[config.mk]
export PLATFORM = sky130hd
export DESIGN_NAME = relu_grad_stream
export DESIGN_NICKNAME = d
export VERILOG_FILES = /design/src/rtl/relu_grad_stream.sv
export SDC_FILE = /design/constraint.sdc
export NUM_CORES = 1
export LEC_CHECK = 0
export CORE_ASPECT_RATIO = 1.1
export CORE_MARGIN = 2
export CORE_UTILIZATION = 50
export CTS_BUF_LIST = sky130_fd_sc_hd__clkbuf_4 sky130_fd_sc_hd__clkbuf_8
export DETAILED_ROUTE_END_ITERATION = 7
export PLACE_DENSITY = 0.79
export SYNTH_ARGS = -nofsm -noshare
export SYNTH_HDL_FRONTEND = slang
export SYNTH_SLANG_ARGS = --single-unit
[constraint.sdc]
create_clock -name clk -period 4.75 [get_ports clk]
set_clock_uncertainty 0.15 [all_clocks]
set_input_delay 0.475 -clock clk [delete_from_list [all_inputs] [get_ports clk]]
set_output_delay 0.475 -clock clk [all_outputs]
set_load 0.005 [all_outputs]
[src/rtl/relu_grad_stream.sv]
// ----------------------------------------------------------------------------
// relu_grad_stream
//
// Backward pass of a ReLU over a stream. The forward pre-activations are
// written first and kept only as 1-bit masks (x > 0) in a small FIFO. Each
// incoming gradient is then gated by the oldest stored mask:
//   - mask = 1: the gradient passes through unchanged.
//   - mask = 0: the output is zero.
//
// Optional feature, selected by the macro RELU_GRAD_LEAKY_EN:
//   When the macro is defined, mask = 0 entries output
//   grad_in >>> LEAK_SHIFT (arithmetic shift, rounds toward -inf).
//   This gives the backward pass of a leaky ReLU.
//
// Ports:
//   clk, rst        clock; asynchronous active-high reset
//   flush           synchronous clear of the FIFO and the output register
//   act_valid/ready forward pre-activation write (act_in, signed)
//   grad_in_*       upstream gradient handshake (grad_in, signed)
//   grad_out_*      gated gradient, registered, 1 cycle after the handshake
//   mask_count      number of masks currently stored (0..DEPTH)
// ----------------------------------------------------------------------------
module relu_grad_stream #(
    parameter int DATA_WIDTH = 8,
    parameter int DEPTH      = 64,
    parameter int ADDR_W     = 6,
    parameter int LEAK_SHIFT = 3
) (
    input  logic                  clk,
    input  logic                  rst,
    input  logic                  flush,
    input  logic                  act_valid,
    output logic                  act_ready,
    input  logic [DATA_WIDTH-1:0] act_in,
    input  logic                  grad_in_valid,
    output logic                  grad_in_ready,
    input  logic [DATA_WIDTH-1:0] grad_in,
    output logic                  grad_out_valid,
    input  logic                  grad_out_ready,
    output logic [DATA_WIDTH-1:0] grad_out,
    output logic [ADDR_W:0]       mask_count
);

`ifdef RELU_GRAD_LEAKY_EN
    localparam bit LEAKY_EN = 1'b1;
`else
    localparam bit LEAKY_EN = 1'b0;
`endif

    localparam logic [ADDR_W:0] FULL_COUNT = (ADDR_W+1)'(DEPTH);

    logic [ADDR_W-1:0]     wr_ptr_reg;
    logic [ADDR_W-1:0]     rd_ptr_reg;
    logic [ADDR_W:0]       count_reg;
    logic                  valid_reg;
    logic [DATA_WIDTH-1:0] out_reg;

    // Mask storage. It is not reset because its contents are never
    // observed before being written.
    logic                  mask_mem [DEPTH];

    logic                  push;
    logic                  pop;
    logic                  rd_mask;
    logic [DATA_WIDTH-1:0] leak_val;
    logic [DATA_WIDTH-1:0] gated_next;

    // Readiness is derived only from registered state; a push into an empty
    // FIFO becomes poppable on the following cycle. There is no bypass.
    assign act_ready     = (count_reg != FULL_COUNT);
    assign grad_in_ready = (count_reg != '0) && (!valid_reg || grad_out_ready);

    // A flush discards any handshake in the same cycle.
    assign push = act_valid && act_ready && !flush;
    assign pop  = grad_in_valid && grad_in_ready && !flush;

    assign rd_mask  = mask_mem[rd_ptr_reg];
    assign leak_val = DATA_WIDTH'($signed(grad_in) >>> LEAK_SHIFT);

    always_comb begin
        gated_next = '0;
        if (rd_mask) begin
            gated_next = grad_in;
        end else if (LEAKY_EN) begin
            gated_next = leak_val;
        end
    end

    always_ff @(posedge clk) begin
        if (push) begin
            mask_mem[wr_ptr_reg] <= ($signed(act_in) > 0);
        end
    end

    always_ff @(posedge clk or posedge rst) begin
        if (rst) begin
            wr_ptr_reg <= '0;
            rd_ptr_reg <= '0;
            count_reg  <= '0;
            valid_reg  <= 1'b0;
            out_reg    <= '0;
        end else if (flush) begin
            wr_ptr_reg <= '0;
            rd_ptr_reg <= '0;
            count_reg  <= '0;
            valid_reg  <= 1'b0;
            out_reg    <= '0;
        end else begin
            if (push) begin
                wr_ptr_reg <= wr_ptr_reg + 1'b1;
            end
            if (pop) begin
                rd_ptr_reg <= rd_ptr_reg + 1'b1;
            end
            // An explicit counter keeps full (DEPTH) distinct from empty (0).
            case ({push, pop})
                2'b10:   count_reg <= count_reg + 1'b1;
                2'b01:   count_reg <= count_reg - 1'b1;
                default: count_reg <= count_reg;
            endcase
            // The output register loads on a pop. It is released when the
            // consumer takes the value. The data holds while the consumer stalls.
            if (pop) begin
                out_reg   <= gated_next;
                valid_reg <= 1'b1;
            end else if (grad_out_ready) begin
                valid_reg <= 1'b0;
            end
        end
    end

    assign grad_out_valid = valid_reg;
    assign grad_out       = out_reg;
    assign mask_count     = count_reg;

endmodule

Yosys cells after proc, flatten, opt, wreduce, memory -nomap -nowiden
Memory sizes are Yosys's and may differ from the RTL's.
Cells that the tools add are included.
{"block": "word_totals", "regBits": 28, "latchBits": 0, "mem_bits_rw": 64, "rom_bits": 0, "memories": 1}
{"block": "op_classes", "addsub": 4, "multipliers": 0, "n_div": 0, "n_lt_le_gt_ge": 1, "n_eq_ne": 3, "n_shift": 0, "muxes": 14, "bitwise_logic": 0, "n_reduce_logical": 13}
{"memory": "mask_mem", "words": 64, "word_bits": 1, "read_ports": 1, "rd_ports_with_merged_regs": 0, "wr": 1, "line_no": "60", "rtl": "logic mask_mem [DEPTH];"}
{"op": "6-bit 2-to-1 mux", "count": 4}
{"op": "8-bit 2-to-1 mux", "count": 3}
{"op": "7-bit one-hot mux with 2 select lines", "count": 1}
{"op": "6-bit by 1-bit adder with 6-bit output (second input constant)", "count": 2}
{"op": "8-bit by 1-bit greater-than comparator with 1-bit output (second input constant)", "count": 1}
{"op": "7-bit by 1-bit adder with 7-bit output (second input constant)", "count": 1}
{"op": "7-bit 2-to-1 mux", "count": 1}
{"op": "7-bit != test (second input constant)", "count": 1}
{"op": "7-bit nonzero test", "count": 1}
{"op": "7-bit by 1-bit subtractor with 7-bit output (second input constant)", "count": 1}
{"op": "3-bit nonzero test", "count": 2}
{"op": "1-bit logical AND", "count": 5}
{"op": "1-bit 2-to-1 mux", "count": 5}
{"op": "2-bit nonzero test", "count": 2}
{"op": "2-bit by 1-bit == test with 1-bit output (second input constant)", "count": 1}
{"op": "2-bit == test (second input constant)", "count": 1}
{"op": "1-bit logical NOT", "count": 2}
{"op": "1-bit logical OR", "count": 1}

Logic depth before layout (Yosys ltp)
Gate-level depths: netlist of run 1.
{"block": "depth", "ltp_word": 8, "mapped_depth": 12}

Worst setup path before layout of run 1
Ideal clock, no wire load.
{"block": "synth_timing", "kind": "reg2reg", "start": "register count_reg[1] (netlist: mask_count[1])", "end": "register count_reg[6] (netlist: mask_count[6])", "arrival_ns": 3.440, "t_required_ns": 4.475, "path_slack_ns": 1.035, "path_stages_with_launch": 13, "path_buffers": 2, "synth_period_minus_slack_ns": 3.715, "cell_sequence": "dfrtp_1 > or4_4 > o311ai_2 > buf_2 > buf_2 > nor3_1 > fa_1 > a21o_1 > a21oi_1 > o21bai_1 > a21oi_1 > mux2_4 > mux2_4"}
{"block": "synth_between", "elab_chain_len": 7, "word_cells_on_any_way": 14, "cone_classes": "add/sub (2); eq/ne (3); mux (2); reduce/logical (7)"}
{"item": "start, declared", "line_no": "54", "rtl": "logic [ADDR_W:0] count_reg;"}
{"item": "start signal, assigned", "line_no": "117", "rtl": "2'b10: count_reg <= count_reg + 1'b1;"}
{"item": "start signal, assigned", "line_no": "118", "rtl": "2'b01: count_reg <= count_reg - 1'b1;"}
{"item": "start signal, assigned", "line_no": "119", "rtl": "default: count_reg <= count_reg;"}
{"item": "branches (longest 7 deep; another with 7-bit by 1-bit subtractor with 7-bit output)"}
Several ways; the timed one is not identified.
A chain may end at the register's enable or synchronous reset.

Final worst setup path of run 1
Ends and elaborated chain as after synthesis.

==> results of run 1 <==
==> cells in the final DEF, fill, tap and decap left out, types with 6 or more instances in the layout <==
cell type | synthesis | final
clkdlybuf4s50_1 | 0 | 39
edfxtp_1 | 64 | 64
xnor2_1 | 7 | 7
clkbuf_8 | 0 | 9
inv_1 | 13 | 13
nor2_1 | 82 | 82
ha_1 | 7 | 7
xor2_1 | 6 | 6
o41ai_1 | 8 | 8
nand3b_1 | 12 | 12
mux4_2 | 16 | 16
nand2_1 | 25 | 25
a21oi_1 | 9 | 8
dfrtp_1 | 28 | 28
or3_1 | 7 | 7
nand3_1 | 11 | 11
==> layer usage <==
layer,vias up,global-route usage (%)
li1,1390,-
met1,1502,26.7
met2,64,34.1
met3,9,3.22
met4,0,7.69
met5,-,0
==> power by group through the flow <==
stage / clock network (W) / registers (W) / logic, W
after floorplan: 0 / 0.000970 / 0.000442
after global routing: 0.000560 / 0.00102 / 0.000686
after detailed placement: 0 / 0.00102 / 0.000629
after CTS: 0.000529 / 0.00100 / 0.000631
after global placement: 0 / 0.00102 / 0.000612
final: 0.000522 / 0.00100 / 0.000627
==> worst register-to-register path: cells and delay by family, from the launching register on <==
family,cells,cell delay [ps]
AO/OA/AOI/OAI,5,1100
AND/OR/NAND/NOR,2,750
multiplexers,2,610
flip-flops,1,440
adder cells (fa/ha/maj),1,260
buffers and inverters,1,180
==> kinds of logic after synthesis <==
| logic type | Yosys count | synth area share (%) |
|---|---|---|
| muxes | 18 | 8.76 |
| buffers and inverters | 38 | 3.57 |
| DFF | 92 | 58.9 |
| and+or+nand+nor | 162 | 17.3 |
| xor gates and xnor gates | 13 | 2.56 |
| AOI/OAI and AO/OA | 39 | 6.52 |
| adders and majority gates | 8 | 2.42 |
==> final cells by class <==
cell class,instances,area (µm²)
Fill cell,697,3620
Sequential cell,92,2620
Multi-Input combinational cell,240,1680
Timing Repair Buffer,44,428
Tap cell,114,143
Clock buffer,11,139
Clock inverter,5,51.3
Inverter,13,48.8
==> path summary, 6_finish.rpt <==
path                       cells after the start            end     startpoint
max                                           11  mask_count[6]  mask_count[1]
min                                            2    grad_out[0]    grad_out[0]
max reg2reg                                   11  mask_count[6]  mask_count[1]
min reg2reg                                    2    grad_out[0]    grad_out[0]
max in group asynchronous                      2  rd_ptr_reg[0]            rst
min in group asynchronous                      2    grad_out[6]            rst
==> through the flow <==
| step | instance area, µm² | worst slack, ps |
|---|---|---|
| after floorplan | 4450 | 1040 |
| after global placement | 4930 | 1260 |
| after detailed placement | 4930 | 1170 |
| after CTS | 5120 | 1150 |
| after global routing | 5120 | 971 |
| final | 5120 | 1140 |
==> impl_metrics.tcl, run 1 <==
set metrics [dict create \
    status "finished, final reports clean" \
    cp.buffers_inverters 1 \
    post_cts_buffers 0 \
    die_y_um 103 \
    viasPerCell 5.71 \
    route.met3.wl_um 435 \
    drc_errors 0 \
    p_int_w 0.00149 \
    cts.sinks 92 \
    finalHoldViolations 0 \
    p_seq_share_pct 46.6 \
    rows 36 \
    ant_nets 0 \
    numCtsBuffers 9 \
    tightestPinTransition_ps 1070 \
    clk_latency_ps 360 \
    port_buffers 39 \
    synth_cells 370 \
    synth_top_area_share_pct 43.1 \
    grt_pass1_wl_um 14500 \
    grt_max_degree 65 \
    dp.cells 503 \
    slowest_delay_ps 590 \
    grt_pass1_vias 2877 \
    crit_chain "or4_4 -> o31a_1 -> nor3_1 -> buf_4 -> ha_1 -> a21o_1 -> a21oi_1 -> o21bai_1 -> a21oi_1 -> mux2_4 -> mux2_4" \
    largest_register_ffs 64 \
    setup-tns-final_ps 0 \
    power_w 0.00215 \
    synth_top_cell_by_area "edfxtp_1" \
    drive_gt1_share_pct 11.9 \
    yosysMostFrequentCell "nor2_1" \
    drt-pass1-iter-count 4 \
    synthArstFlopShare_pct 30.4 \
    synth-seq-area-share_pct 58.9 \
    yosysWarnings 0 \
    power.density_nw_per_um2 420 \
    fp.dieW_um 94.0 \
    top_layer_used "met4" \
    largest_register "mask_mem" \
    cts_hold_buf 0 \
    cpMaxStageDelayCell "or4_4" \
    fin_cells 519 \
    r2r_slack_ps 1140 \
    nets 430 \
    drtIter0Drc 281 \
    cts_tree "built" \
    critPathLaunchType "flip-flop" \
    gp_routability_congestion 0.846 \
    fin_util_pct 58.5 \
    syn2layout_area_growth_pct 14.9 \
    cp-end-kind "flip-flop" \
    via_count 2965 \
    avgRoutedWirePerCell_um 17.7 \
    rsz0062_at_grt "no" \
    synth_edf_count 64 \
    grt-ovfl-total 0 \
    synth_area_leaders "edfxtp_1 (43%), dfrtp_1 (16%), mux4_2 (8.1%), nor2_1 (6.9%), nand2_1 (2.1%)" \
    synth_flop_cell "edfxtp_1" \
    synth.net_count 400 \
    critical_path_arrival_ps 3720 \
    cts_root_buf "clkbuf_8" \
    fmax_ghz 0.277 \
    wl_met1_um 3820 \
    synthTopCellsByCount "nor2_1 (82), edfxtp_1 (64), dfrtp_1 (28)" \
    hpwl_um 6140 \
    hold_path_class "reg -> reg" \
    coreArea_um2 8740 \
    routed-wl-met2_um 4820 \
    cts_buffer_depth 2 \
    crit_type "reg -> reg" \
    fin_crit_sh_pct 76.1 \
    fin_crit_ps 3610 \
    holdWs_ps 374 \
    start_util_pct 51.0 \
    clkPwrFrac_pct 24.3 \
    critPathTopFamily "compound AO/OA/AOI/OAI gates" \
    slew_viol_final 0 \
    peakVddDrop_v 0.000202 \
    ios 40 \
    maxCapViolations 0 \
    power_frac_comb_pct 29.2 \
    htree_levels 3 \
    track_usage_pct 20.2 \
    syn_area_per_cell_um2 12.0 \
    critPathMaxFanout 7 \
    syn_area_um2 4450 \
    ys_ff_latch 92 \
    swShare_pct 30.7 \
    max-slew-margin-rel_pct 28.4 \
    antenna_found_initial 0 \
    n_antenna_cell 0 \
    synthDistinctLibCells 43 \
    fp.dieArea_um2 9680 \
    drt_wl_total_um 9200 \
    ctsResizeCount 0 \
    clk_pin_slew_ps 90 \
    cp.required_ps 4860 \
    switchingPower_w 0.000659 \
    final-setup-viol-count 0 \
    power.leakage_nw 1.79 \
]
Power figures use the tool's default switching activity.
==> inputs of run 2 (changes only) <==
--- a/config.mk
+++ b/config.mk
@@ -10,7 +10,7 @@
 export CORE_UTILIZATION = 50
 export CTS_BUF_LIST = sky130_fd_sc_hd__clkbuf_4 sky130_fd_sc_hd__clkbuf_8
 export DETAILED_ROUTE_END_ITERATION = 7
-export PLACE_DENSITY = 0.79
+export PLACE_DENSITY = 0.82
 export SYNTH_ARGS = -nofsm -noshare
 export SYNTH_HDL_FRONTEND = slang
 export SYNTH_SLANG_ARGS = --single-unit
==> constraint.sdc (replaced) <==
create_clock -name clk -period 3.24 [get_ports clk]
set_clock_uncertainty 0.15 [all_clocks]
set_input_delay 0.324 -clock clk [delete_from_list [all_inputs] [get_ports clk]]
set_output_delay 0.324 -clock clk [all_outputs]
set_load 0.005 [all_outputs]
==> run 2 against run 1 <==
  * The run now ends with setup timing left
  * Clock power increased by 52%
  * Setup slack worse by 1200 ps
  * Cell area grew 2.9%
  * Critical path type unchanged
  * Largest cell class unchanged
==> impl_metrics.tcl, run 2 (synthesis gave the netlist of run 1 again) <==
set metrics [dict create \
    critPathMaxFanout 5 \
    multi_input_area_um2 1720 \
    via_count 3021 \
    fp.dieArea_um2 9680 \
    crit_chain "or4_4 -> o31a_1 -> nor3_4 -> ha_1 -> a21o_1 -> a21oi_2 -> o21bai_1 -> a21oi_2 -> mux2_4 -> mux2_4" \
    clk_latency_ps 360 \
    fin_crit_ps 3300 \
    grt_pass1_vias 3068 \
    ff_latch_area_um2 2620 \
    grt-ovfl-total 0 \
    num-fill-cells 683 \
    power_w 0.00328 \
    viasPerCell 5.68 \
    gp_routability_congestion 0.804 \
    finalHoldViolations 0 \
    cts.sinks 92 \
    cts_hold_buf 0 \
    power.density_nw_per_um2 624 \
    cts_tree "built" \
    grt_pass1_wl_um 14900 \
    numCtsBuffers 9 \
    track_usage_pct 20.4 \
    cp.buffers_inverters 0 \
    drt-pass1-iter-count 4 \
    critPathTopFamily "compound AO/OA/AOI/OAI gates" \
    clk_pin_slew_ps 80 \
    slew_viol_final 0 \
    drive_gt1_share_pct 16.5 \
    layout_common_cells "nor2_1 (82), edfxtp_1 (64), clkdlybuf4s50_1 (39), dfrtp_1 (27), nand2_1 (25)" \
    n_antenna_cell 0 \
    setup-tns-final_ps -60.6 \
    ant_nets 0 \
    power.leakage_nw 1.87 \
    tightestPinTransition_ps 814 \
    cts_root_buf "clkbuf_8" \
    crit_type "reg -> reg" \
    peakVddDrop_v 0.000281 \
    fin_crit_sh_pct 102 \
    final-setup-viol-count 1 \
    drc_errors 0 \
    max-slew-margin-rel_pct 45.7 \
    start_util_pct 51.0 \
    grt_max_degree 65 \
    slowest_delay_ps 560 \
    fp.dieW_um 94.0 \
    violations "setup timing" \
    setup_ws_ps -60.6 \
    maxCapViolations 0 \
    cpMaxStageDelayCell "or4_4" \
    cts_buffer_depth 2 \
    die_y_um 103 \
    hpwl_um 6340 \
    cp-end-kind "flip-flop" \
    cp.required_ps 3340 \
    rsz0062_at_grt "yes" \
    coreArea_um2 8740 \
    nets 443 \
    port_buffers 39 \
    critical_path_arrival_ps 3400 \
    avgRoutedWirePerCell_um 17.6 \
    hold_path_class "in -> async" \
    largest_register "mask_mem" \
    drtIter0Drc 200 \
    drt_wl_total_um 9340 \
    largest_register_ffs 64 \
    ios 40 \
    antenna_found_initial 0 \
    mostFrequentLayoutCell "nor2_1" \
    fmax_ghz 0.303 \
    syn2layout_area_growth_pct 18.1 \
    critPathLaunchType "flip-flop" \
    status "finished, violations left" \
    htree_levels 3 \
    rows 36 \
]
-- run 2: changes by cell type in the layout (fill, tap and decap cells not counted), moves of 2 or more --
cell	previous run	this run
clkbuf_4	2	4
a21oi_2	0	3
a21oi_1	8	5
clkinv_1	2	0
buf_4	5	18
-- run 2: worst paths after layout --
check / slack [ps] / depth (start not counted) / start / to
setup reg to reg: -60 / 10 / mask_count[0] / mask_count[6]
min in group clk: 360 / 3 / grad_in[0] / grad_out[0]
max in group asynchronous: 2040 / 3 / rst / rd_ptr_reg[1]
setup / recovery: -60 / 10 / mask_count[0] / mask_count[6]
hold reg to reg: 380 / 2 / grad_out[0] / grad_out[0]
hold / removal: 260 / 2 / rst / grad_out[3]
-- run 2: timing repair --
| item | in CTS | in global routing |
|---|---|---|
| cloned | 0 | 0 |
| pin swaps | 0 | 5 |
| gates resized for setup | 1 | 2 |
| endpoints found under the setup margin | 1 | 1 |
| hold endpoints to repair | 0 | 0 |
| setup buffers | 0 | 2 |
-- run 2: power breakdown --
part | leakage [nW] | total [W] | internal [W] | switching [W]
combinational | 0.804 | 0.00109 | 0.000542 | 0.000550
sequential | 0.957 | 0.00140 | 0.00134 | 0.0000647
clock | 0.108 | 0.000792 | 0.000412 | 0.000380
total | 1.87 | 0.00328 | 0.00229 | 0.000995
-- run 2: layout make-up --
class | count | area share [%]
Sequential cell | 92 | 49.9
Clock inverter | 2 | 0.666
Timing Repair Buffer | 57 | 9.99
Multi-Input combinational cell | 240 | 32.7
Inverter | 13 | 0.927
Tap cell | 114 | 2.71
Clock buffer | 14 | 3.19
-- run 2: stage by stage --
stage | util (%) | instance area (µm²) | worst slack, ps | instances | hold WS [ps]
finish | 60.2 | 5260 | -60.6 | 532 | 258
detailed placement | 57.6 | 5030 | -75.2 | 514 | 357
global route | 60.2 | 5260 | -173 | 532 | 378
floorplan | - | 4490 | -210 | 370 | 239
global placement | 57.6 | 5030 | 23.6 | 514 | 342
CTS | 60.0 | 5240 | -41.8 | 530 | 290
-- run 2: metal layers --
layer / global-route usage [%] / part of all wire (%) / up-vias / routed length (µm)
li1: - / - / 1420 / -
met1: 25.1 / 38 / 1502 / 3540
met2: 35.5 / 55 / 81 / 5110
met3: 3.87 / 5.3 / 18 / 493
met4: 9.03 / 2.1 / 0 / 195
met5: 0 / 0 / - / 0
==> inputs of run 3 (changes only) <==
--- a/config.mk
+++ b/config.mk
@@ -6,7 +6,7 @@
 export NUM_CORES = 1
 export LEC_CHECK = 0
 export CORE_ASPECT_RATIO = 1.1
-export CORE_MARGIN = 2
+export CORE_MARGIN = 4
 export CORE_UTILIZATION = 50
 export CTS_BUF_LIST = sky130_fd_sc_hd__clkbuf_4 sky130_fd_sc_hd__clkbuf_8
 export DETAILED_ROUTE_END_ITERATION = 7
==> run 3 against run 2 <==
  * Highest routed layer unchanged
  * Cell count fell by 0.75%
  * Non-clock buffer count fell by 1
  * The flow still finishes with violations (setup timing)
  * Die area rose by 8.3%
  * Critical endpoint unchanged
  * Worst hold slack got worse by 48 ps
  * Clock power fell by 2%
  * Largest power group unchanged
  * First-iteration DRC count rose by 62%
==> impl_metrics.tcl, run 3 (synthesis gave the netlist of run 1 again) <==
set metrics [dict create \
    drive_gt1_share_pct 16.5 \
    largest_register_ffs 64 \
    clk_pin_slew_ps 110 \
    swShare_pct 32.9 \
    max-slew-margin-rel_pct 52.0 \
    fin_area_um2 5260 \
    critical_path_arrival_ps 3420 \
    critPathLaunchType "flip-flop" \
    power_w 0.00325 \
    clk_latency_ps 370 \
    r2r_slack_ps -60 \
    fmax_ghz 0.303 \
    avgRoutedWirePerCell_um 18.1 \
    p_seq_share_pct 42.9 \
    p_int_w 0.00218 \
    cts_buffer_depth 2 \
    maxCapViolations 0 \
    final-setup-viol-count 1 \
    fin_cells 528 \
    cts_root_buf "clkbuf_8" \
    worstSetupEndpoint "mask_count[6]" \
    dp.cells 511 \
    rsz0062_at_grt "yes" \
    coreArea_um2 8540 \
    crit_type "reg -> reg" \
    grt-ovfl-total 0 \
    drtIter0Drc 324 \
    drt_wl_total_um 9570 \
    status "finished, violations left" \
    critPathMaxFanout 5 \
    gp_routability_congestion 0.786 \
    fin_util_pct 61.6 \
    start_util_pct 52.2 \
    syn2layout_area_growth_pct 18.1 \
    fp.dieW_um 98.0 \
    cts.sinks 92 \
    switchingPower_w 0.00107 \
    slew_viol_final 0 \
    cts_tree "built" \
    drt-pass1-iter-count 5 \
    placed_cell_area_um2 5030 \
    reg2reg_depth 10 \
    regToRegEndpoint "mask_count[6]" \
    fin_crit_sh_pct 102 \
    layout_common_cells "nor2_1 (82), edfxtp_1 (64), clkdlybuf4s50_1 (39), dfrtp_1 (27), nand2_1 (25)" \
    largest_register "mask_mem" \
    grt_pass1_wl_um 15600 \
    hold_path_class "in -> async" \
    crit_chain "or4_4 -> o31a_1 -> nor3_4 -> ha_4 -> a21o_1 -> a21oi_2 -> o21bai_1 -> a21oi_2 -> mux2_4 -> mux2_4" \
    nets 442 \
    peakVddDrop_v 0.000246 \
    drc_errors 0 \
    setup_ws_ps -60.0 \
    grt_max_degree 65 \
    slowest_delay_ps 590 \
    finalHoldViolations 0 \
    cp-startpoint "mask_count[2]" \
    fp.dieArea_um2 10500 \
    cp.required_ps 3360 \
    antenna_found_initial 0 \
    htree_levels 3 \
    ios 40 \
    ant_nets 0 \
    cpMaxStageDelayCell "or4_4" \
    cts_hold_buf 0 \
    hpwl_um 6380 \
    rows 35 \
    die_y_um 107 \
    viasPerCell 5.76 \
    tightestPinTransition_ps 720 \
    numCtsBuffers 9 \
    power.density_nw_per_um2 619 \
    fin_crit_ps 3300 \
    grt_pass1_vias 3099 \
    mostFrequentLayoutCell "nor2_1" \
    n_antenna_cell 0 \
    violations "setup timing" \
    power.leakage_nw 1.85 \
    cp-end-kind "flip-flop" \
    track_usage_pct 19.1 \
    port_buffers 39 \
    via_count 3039 \
    power_frac_comb_pct 33.3 \
    clkPwrFrac_pct 23.8 \
    r2r-start "mask_count[2]" \
]
## run 3: changes by cell type in the layout (fill, tap and decap cells not counted)
cell and delta:
inv_6 +4, buf_4 -1, ha_4 +1, clkinv_2 -1
clkbuf_4 -4, clkbuf_8 -1, inv_8 +2, ha_1 -1
clkinv_8 +1, bufinv_16 -1
## run 3: timing repair
item / in CTS / in global routing
gates cloned: 0 / 0
setup endpoints to repair: 1 / 1
resized for setup: 1 / 3
setup buffers: 0 / 1
pin swaps: 0 / 2
## run 3: cell type report
class	instances	area, µm²
fill	647	3280
sequential	92	2620
multi-input combinational	240	1730
timing repair buffer	56	518
tap	111	139
clock buffer	9	124
clock inverter	7	73.8
inverter	13	48.8
## run 3: power groups by stage
| stage | registers [W] | logic, W | clock network, W |
|---|---|---|---|
| 6_report | 0.00140 | 0.00108 | 0.000774 |
| 5_1_grt | 0.00141 | 0.00118 | 0.000833 |
| 4_1_cts | 0.00140 | 0.00108 | 0.000781 |
| 3_5_place_dp | 0.00142 | 0.00107 | 0 |
| 3_3_place_gp | 0.00142 | 0.00104 | 0 |
| 2_1_floorplan | 0.00143 | 0.000691 | 0 |
## run 3: routing by layer
layer | global-route usage, % | wire length (µm) | share of wire, % | vias up
met3 | 4.36 | 593 | 6.2 | 21
met2 | 31.1 | 5020 | 52 | 126
met4 | 8.01 | 214 | 2.2 | 0
li1 | - | - | - | 1419
met5 | 0 | 0 | 0 | -
met1 | 24.7 | 3750 | 39 | 1473
## run 3: worst min path at each step
stage | startpoint | end | slack, ps | cells past startpoint
2_1_floorplan | rst | grad_out[0] | 240 | 1
3_3_place_gp | grad_out[4] | grad_out[4] | 340 | 2
5_1_grt | rst | mask_count[2] | 270 | 2
3_5_place_dp | grad_out[4] | grad_out[4] | 340 | 2
6_report | rst | mask_count[2] | 210 | 2
4_1_cts | rst | grad_out_valid | 230 | 2
## run 3: per-stage QoR
stage                     setup TNS, ps  hold slack (ps)  setup slack [ps]
after floorplan                    -210              239              -210
after global placement                0              338              17.7
after detailed placement          -70.0              345             -70.0
after CTS                         -36.0              231             -36.0
after global routing               -179              269              -177
final                             -60.0              210             -60.0
## run 3: worst max-delay path, delay by kind of cell, from the launching register on
family / cells / cell delay, ps
and+or+nand+nor: 2 / 910
AOI/OAI and AO/OA: 5 / 870
muxes: 2 / 610
DFF: 1 / 400
adders and majority gates: 1 / 250
